==> src/rtl/jtag_pkg.sv <==
// Shared constants and types for the JTAG data-register controller.
package jtag_pkg;

  localparam int IR_WIDTH = 4;

  localparam logic [IR_WIDTH-1:0] LOAD_PROGRAM = 4'b0001;
  localparam logic [IR_WIDTH-1:0] SCAN_TEST    = 4'b0010;
  localparam logic [IR_WIDTH-1:0] BYPASS       = 4'b0011;
  localparam logic [IR_WIDTH-1:0] IR_CAPTURE   = 4'b0101;

  // SCAN_TEST status word layout: {overrun, busy, zeros, word count}.
  localparam int STATUS_WIDTH       = 32;
  localparam int STATUS_OVERRUN_BIT = 31;
  localparam int STATUS_BUSY_BIT    = 30;

  typedef enum logic {
    IDLE = 1'b0,
    REQ  = 1'b1
  } wr_state_t;

endpackage

==> src/rtl/jtag_shift_reg.sv <==
// Generic JTAG shift register: parallel capture, LSB-first right shift, hold.
module jtag_shift_reg #(
  parameter int               WIDTH       = 4,
  parameter logic [WIDTH-1:0] RESET_VALUE = '0
) (
  input  logic             tck_i,
  input  logic             trst_i,
  input  logic             captureEn_i,
  input  logic [WIDTH-1:0] captureVal_i,
  input  logic             shiftEn_i,
  input  logic             serial_i,
  output logic [WIDTH-1:0] q_o
);

  logic [WIDTH-1:0] qReg;
  logic [WIDTH-1:0] shiftNext;

  // Each bit takes its upper neighbour; the serial input enters at the MSB.
  genvar gi;
  generate
    for (gi = 0; gi < WIDTH - 1; gi++) begin : gShift
      assign shiftNext[gi] = qReg[gi + 1];
    end
  endgenerate
  assign shiftNext[WIDTH-1] = serial_i;

  // Capture has priority over shift; otherwise the contents are held.
  always_ff @(posedge tck_i or negedge trst_i) begin
    if (!trst_i) begin
      qReg <= RESET_VALUE;
    end else if (captureEn_i) begin
      qReg <= captureVal_i;
    end else if (shiftEn_i) begin
      qReg <= shiftNext;
    end
  end

  assign q_o = qReg;

endmodule

==> src/rtl/jtag_dr_controller.sv <==
// JTAG IR/DR controller: instruction decode, TDO mux and program-memory
// write handshake for the LOAD_PROGRAM data register.
module jtag_dr_controller
  import jtag_pkg::*;
#(
  parameter int ADDR_WIDTH = 32,
  parameter int DATA_WIDTH = 32,
  parameter int CNT_WIDTH  = 16   // at most 16: lives in status bits [15:0]
) (
  input  logic                  tck_i,
  input  logic                  trst_i,
  input  logic                  tdi_i,
  input  logic                  shiftIR_i,
  input  logic                  updateIR_i,
  input  logic                  shiftDR_i,
  input  logic                  updateDR_i,
  input  logic                  SelectIR_i,
  output logic                  tdo_o,
  output logic                  mem_req_o,
  output logic [ADDR_WIDTH-1:0] mem_addr_o,
  output logic [DATA_WIDTH-1:0] mem_wdata_o,
  input  logic                  mem_ack_i,
  output logic                  prog_mode_o
);

  localparam int DR_WIDTH = ADDR_WIDTH + DATA_WIDTH;
  localparam logic [CNT_WIDTH-1:0] CNT_ONE = 1;

  logic [IR_WIDTH-1:0]     irReg;
  logic [IR_WIDTH-1:0]     irNext;
  logic [IR_WIDTH-1:0]     irSr;
  logic                    bypassReg;
  logic [DR_WIDTH-1:0]     drSr;
  logic [STATUS_WIDTH-1:0] statusSr;
  logic [STATUS_WIDTH-1:0] statusLive;
  wr_state_t               stateReg;
  wr_state_t               stateNext;
  logic [CNT_WIDTH-1:0]    wordCntReg;
  logic                    overrunReg;
  logic                    progModeReg;
  logic [ADDR_WIDTH-1:0]   memAddrReg;
  logic [DATA_WIDTH-1:0]   memWdataReg;

  logic irIsLoad;
  logic irIsScan;
  logic irLoadWrite;
  logic drUpdateLoad;

  assign irIsLoad     = (irReg == LOAD_PROGRAM);
  assign irIsScan     = (irReg == SCAN_TEST);
  assign irLoadWrite  = updateIR_i && (irSr == LOAD_PROGRAM);
  assign drUpdateLoad = updateDR_i && irIsLoad;

  // IR shift register: captures 0101 whenever the TAP is not shifting IR.
  jtag_shift_reg #(
    .WIDTH       (IR_WIDTH),
    .RESET_VALUE (IR_CAPTURE)
  ) uIrSr (
    .tck_i        (tck_i),
    .trst_i       (trst_i),
    .captureEn_i  (!shiftIR_i),
    .captureVal_i (IR_CAPTURE),
    .shiftEn_i    (shiftIR_i),
    .serial_i     (tdi_i),
    .q_o          (irSr)
  );

  // Program data register {addr, data}: never captures, only shifts or holds.
  jtag_shift_reg #(
    .WIDTH       (DR_WIDTH),
    .RESET_VALUE ('0)
  ) uDrSr (
    .tck_i        (tck_i),
    .trst_i       (trst_i),
    .captureEn_i  (1'b0),
    .captureVal_i ({DR_WIDTH{1'b0}}),
    .shiftEn_i    (shiftDR_i && irIsLoad),
    .serial_i     (tdi_i),
    .q_o          (drSr)
  );

  // Status register: snapshots the live status whenever DR is not shifting.
  jtag_shift_reg #(
    .WIDTH       (STATUS_WIDTH),
    .RESET_VALUE ('0)
  ) uStatusSr (
    .tck_i        (tck_i),
    .trst_i       (trst_i),
    .captureEn_i  (!shiftDR_i),
    .captureVal_i (statusLive),
    .shiftEn_i    (shiftDR_i && irIsScan),
    .serial_i     (tdi_i),
    .q_o          (statusSr)
  );

  // Assemble the live status word from the write-path state.
  always_comb begin
    statusLive                     = '0;
    statusLive[STATUS_OVERRUN_BIT] = overrunReg;
    statusLive[STATUS_BUSY_BIT]    = (stateReg == REQ);
    statusLive[CNT_WIDTH-1:0]      = wordCntReg;
  end

  // Instruction register update from the IR shift register.
  always_ff @(posedge tck_i or negedge trst_i) begin
    if (!trst_i) begin
      irReg <= BYPASS;
    end else if (updateIR_i) begin
      irReg <= irSr;
    end
  end

  // One-bit bypass register, zeroed outside SHIFT_DR.
  always_ff @(posedge tck_i or negedge trst_i) begin
    if (!trst_i) begin
      bypassReg <= 1'b0;
    end else begin
      bypassReg <= shiftDR_i ? tdi_i : 1'b0;
    end
  end

  // Write FSM state register.
  always_ff @(posedge tck_i or negedge trst_i) begin
    if (!trst_i) begin
      stateReg <= IDLE;
    end else begin
      stateReg <= stateNext;
    end
  end

  // Write FSM next state and the instruction value the next edge will hold.
  always_comb begin
    stateNext = stateReg;
    irNext    = updateIR_i ? irSr : irReg;
    unique case (stateReg)
      IDLE:    if (drUpdateLoad) stateNext = REQ;
      REQ:     if (mem_ack_i)    stateNext = IDLE;
      default: stateNext = IDLE;
    endcase
  end

  // Latch address/data only when a request starts; an update during REQ is dropped.
  always_ff @(posedge tck_i or negedge trst_i) begin
    if (!trst_i) begin
      memAddrReg  <= '0;
      memWdataReg <= '0;
    end else if ((stateReg == IDLE) && drUpdateLoad) begin
      memAddrReg  <= drSr[DR_WIDTH-1:DATA_WIDTH];
      memWdataReg <= drSr[DATA_WIDTH-1:0];
    end
  end

  // Accepted-write counter and sticky overrun flag; a LOAD_PROGRAM IR write clears both.
  always_ff @(posedge tck_i or negedge trst_i) begin
    if (!trst_i) begin
      wordCntReg <= '0;
      overrunReg <= 1'b0;
    end else if (irLoadWrite) begin
      wordCntReg <= '0;
      overrunReg <= 1'b0;
    end else begin
      if ((stateReg == REQ) && mem_ack_i) begin
        wordCntReg <= wordCntReg + CNT_ONE;
      end
      if ((stateReg == REQ) && drUpdateLoad) begin
        overrunReg <= 1'b1;
      end
    end
  end

  // Program mode tracks the post-edge instruction and FSM state, so a pending
  // request keeps the core held even after the IR moves away.
  always_ff @(posedge tck_i or negedge trst_i) begin
    if (!trst_i) begin
      progModeReg <= 1'b0;
    end else begin
      progModeReg <= (irNext == LOAD_PROGRAM) || (stateNext == REQ);
    end
  end

  // TDO source selection.
  always_comb begin
    tdo_o = bypassReg;
    if (SelectIR_i) begin
      tdo_o = irSr[0];
    end else if (irIsLoad) begin
      tdo_o = drSr[0];
    end else if (irIsScan) begin
      tdo_o = statusSr[0];
    end
  end

  assign mem_req_o   = (stateReg == REQ);
  assign mem_addr_o  = memAddrReg;
  assign mem_wdata_o = memWdataReg;
  assign prog_mode_o = progModeReg;

endmodule

==> config.mk <==
export PLATFORM = sky130hd
export DESIGN_NAME = jtag_dr_controller
export DESIGN_NICKNAME = d
export VERILOG_FILES = /design/src/rtl/jtag_pkg.sv /design/src/rtl/jtag_shift_reg.sv /design/src/rtl/jtag_dr_controller.sv
export SDC_FILE = /design/constraint.sdc
export NUM_CORES = 1
export LEC_CHECK = 0
export ABC_AREA = 1
export CAP_MARGIN = 40
export CORE_MARGIN = 1.5
export CORE_UTILIZATION = 45
export CTS_CLUSTER_SIZE = 25
export DETAILED_ROUTE_END_ITERATION = 7
export GPL_TIMING_DRIVEN = 0
export PLACE_DENSITY_LB_ADDON = 0.3
export SETUP_SLACK_MARGIN = 0.5
export SKIP_CTS_REPAIR_TIMING = 1
export SYNTH_ARGS = -nofsm -noshare
export SYNTH_HDL_FRONTEND = slang
export SYNTH_SLANG_ARGS = --single-unit
==> constraint.sdc <==
create_clock -name tck_i -period 2.8 [get_ports tck_i]
set_clock_uncertainty 0.15 [all_clocks]
set_input_delay 0.56 -clock tck_i [delete_from_list [all_inputs] [get_ports tck_i]]
set_output_delay 0.56 -clock tck_i [all_outputs]
set_load 0.005 [all_outputs]
==> results.md <==
- Status: finished, final reports clean
- Residual antenna-violating net count after detailed routing: 0
- Crit path buffers/inverters: 2
- Number of clock sinks: about 190
- Cells after Synth: 817
- Slew Limit Fails: 0
- Distinct cells, synth: 25
- Area growth from synthesis to layout: 23.29%
- Cell area after placement: roughly 8600 um^2
- Wire length of the first global-routing pass: ~25000 um
- Synth Register Bits: around 190
- Clk buf depth: 2
- Total power divided by cell area: 662.8 nW/um^2
- Vias after detailed routing: 5606
- Mean Syn Cell Area: approximately 9.2 um^2
- Final number of hold-violating endpoints: 0
- Topmost layer with routed signal wires: met4
- # nets final: 923
- Detailed router's first-iteration violation count: roughly 450
- Routed met1 length: between 7000 and 8000 um
- Switching portion of total power: a little under a quarter
- Most frequent cells in the layout: 210 x nand2_1, 184 x dfrtp_1, 103 x inv_1
- Post-route total power: roughly 6200 uW
- I/O Pins: 76
- Register area share after synthesis: 62.36%
- Pin count of the biggest net entering global routing: 115
- CTS tree: done
- Via density: just under 5
- Leak: around 0.004 uW
- Tightest Pin Transition: about 0.57 ns
- Clock-pin slew on the worst setup and hold paths: roughly 0.070 ns
- RSZ-0062 raised after global routing: yes
- Total nets after synthesis: 827
- Part of the power in registers: between 40% and 50%
- Fraction of layout cells with a size suffix above 1: under 10%
- Crit end category: output port
- Cell internal pwr: around 4800 uW
- Path type of the worst setup path: flop to output port
- Starting density of the core: a little under half
- FP Rows: 47
- Comb pwr share: roughly 8%
- Fmax: about 430 MHz
- Insertion delay of the later-clocked pin in the worst-skew pair: between 0.4 and 0.5 ns
- Crit path launch type: flop
- CP Cell Sequence: inv_2, nor2_2, nand2_2, nand2_1, o21ai_1, o21ai_1, nand2_1, clkbuf_2
- Via count of the first global-routing pass: about 5200
- Post-route DRC: 0
- Total track usage: about 18%
- DIE WIDTH: approximately 130 um
- Crit-path leading delay family: flip-flops
- Full die area: about 18000 um^2
- Floorplan Core Area: 16470 um^2
- Worst path required time: approximately 2.1 ns
- Final worst path period share: between 80% and 90%
- DP Wirelength: slightly above 10000 um
- Largest stage delay on the critical path: roughly 0.53 ns
- Sw Pwr: about 1400 uW
- Commonest non-fill, non-tap cell in the layout: nand2_1
- Crit path max fanout: 3
- Critical Path AT: approximately 1.6 ns
- Clock share of power: between 40 and 50%
- Total length of routed met2 wires: 7129 um
- Final std cell area, no fill: ~9300 um^2
- Final routed wire length divided by cell count: around 13 um
- Amount of wire on met3 after detailed routing: about 630 um
- Warning count from the yosys run: 0
- PortBufs: between 70 and 80
- Num CTS Buffers: 17
- Setup-failing EPs final: 0
- Highest-delay cell along the critical path: dfstp_2
- Number of antenna violations at the first check in global routing: 0
- Total overflow reported by the global router: 0
- Peak supply drop: 0.4460 mV
- Worst slew margin relative to its limit: 62.00%
- Number of detailed-route iterations in the first pass: 4
- Max H-tree Level: 4
- Syn Std Cell Area: around 7600 um^2
- RD Place Congestion: about 0.8
- Path type of the worst min-delay path: flop to flop
- Crit path time final: around 2.3 ns
- Max_cap viols: 0
- Die outline height: between 100 and 150 um
- Root cell of the clock tree: clkbuf_16
- Routed wire length: 15230 um
[per-stage QoR]
step / utilization [%] / std cells / TNS [ns] / hold WS [ns] / worst slack [ns]
finish: 56.55 / 1147 / 0 / 0.3279 / 0.4552
global route: 56.54 / 1146 / 0 / 0.3528 / 0.3706
CTS: 56.41 / 1144 / -0.1039 / -0.05090 / -0.1039
detailed placement: 52.23 / 1112 / 0 / 0.3179 / 0.1511
global placement: 52.04 / 1111 / -1242.83 / 0.3079 / -6.674
floorplan: - / 817 / 0 / 0.1144 / 1.031
[synthesized netlist by cell type (all sizes together)]
library cell | count | area, um^2
nand2 | 213 | 804.5
dfrtp | 184 | 4604
o21ai | 152 | 760.7
inv | 105 | 394.1
nor2 | 33 | 123.9
nand3 | 26 | 135.1
a21oi | 23 | 115.1
buf | 21 | 160.1
clkbuf | 20 | 76.32
o211ai | 16 | 120.1
o21a | 14 | 105.1
dfstp | 4 | 105.1
a21boi | 1 | 7.510
ha | 1 | 12.51
nand4 | 1 | 6.260
nor3 | 1 | 5.000
o21bai | 1 | 7.510
o221ai | 1 | 8.760
[per-layer routing]
metal	track usage (%)	vias to the layer above
met4	5.311	0
met5	0	-
met3	4.521	13
li1	-	2803
met1	25.86	2685
met2	28.01	105
[state kept, by name (all words and copies together) (netlist names)]
register / flops
wordCntReg: 16
mem_addr_o: 32
bypassReg: 1
irReg: 4
uIrSr.q_o: 4
mem_req_o: 1
overrunReg: 1
mem_wdata_o: 32
uStatusSr.q_o: 32
uDrSr.q_o: 64
prog_mode_o: 1
[power groups by stage]
stage	combinational [uW]	sequential (uW)	clock, uW
3_3_place_gp	468	2980	0
4_1_cts	487	2940	2800
5_1_grt	548	2950	2920
6_report	480	2940	2750
3_5_place_dp	480	2990	0
2_1_floorplan	270	2970	0
[layout make-up]
type,instances,area (um^2)
clock buffers,19,452.9
fillers,1478,7154
flip-flops and latches,188,4710
plain buffers,41,236.5
well taps,220,275.3
inverters,105,394.1
multi-input cells,483,2220
repair buffers,77,785.8
diodes,1,2.502
clock inverters,13,235.2
[kinds of logic (layout without fill, tap and decap cells)]
kind of cell	count (synthesis)	in the layout	synth area share (%)
buf+inv	146	255	8.350
other cells	0	1	0
fa+ha+maj	1	1	0.1656
compound gates	208	208	14.89
simple gates	274	274	14.23
flops	188	188	62.36
[final timing paths]
kind / start / end / slack [ns] / cells after the start
min reg2reg: uDrSr.q_o[63] / uDrSr.q_o[63] / 0.33 / 2
max in group asynchronous: trst_i / uDrSr.q_o[60] / 1.04 / 3
max reg2reg: irReg[1] / uStatusSr.q_o[6] / 0.97 / 8
max: irReg[1] / tdo_o / 0.46 / 8
min: uDrSr.q_o[63] / uDrSr.q_o[63] / 0.33 / 2
min in group asynchronous: trst_i / mem_addr_o[6] / 0.53 / 2
[worst min-delay path: stages (launching register included)]
cell and delay [ns]:
dfrtp_1 0.34, nand2_1 0.06, nand2_1 0.05
Note: power is estimated with default switching activity, not from simulation.
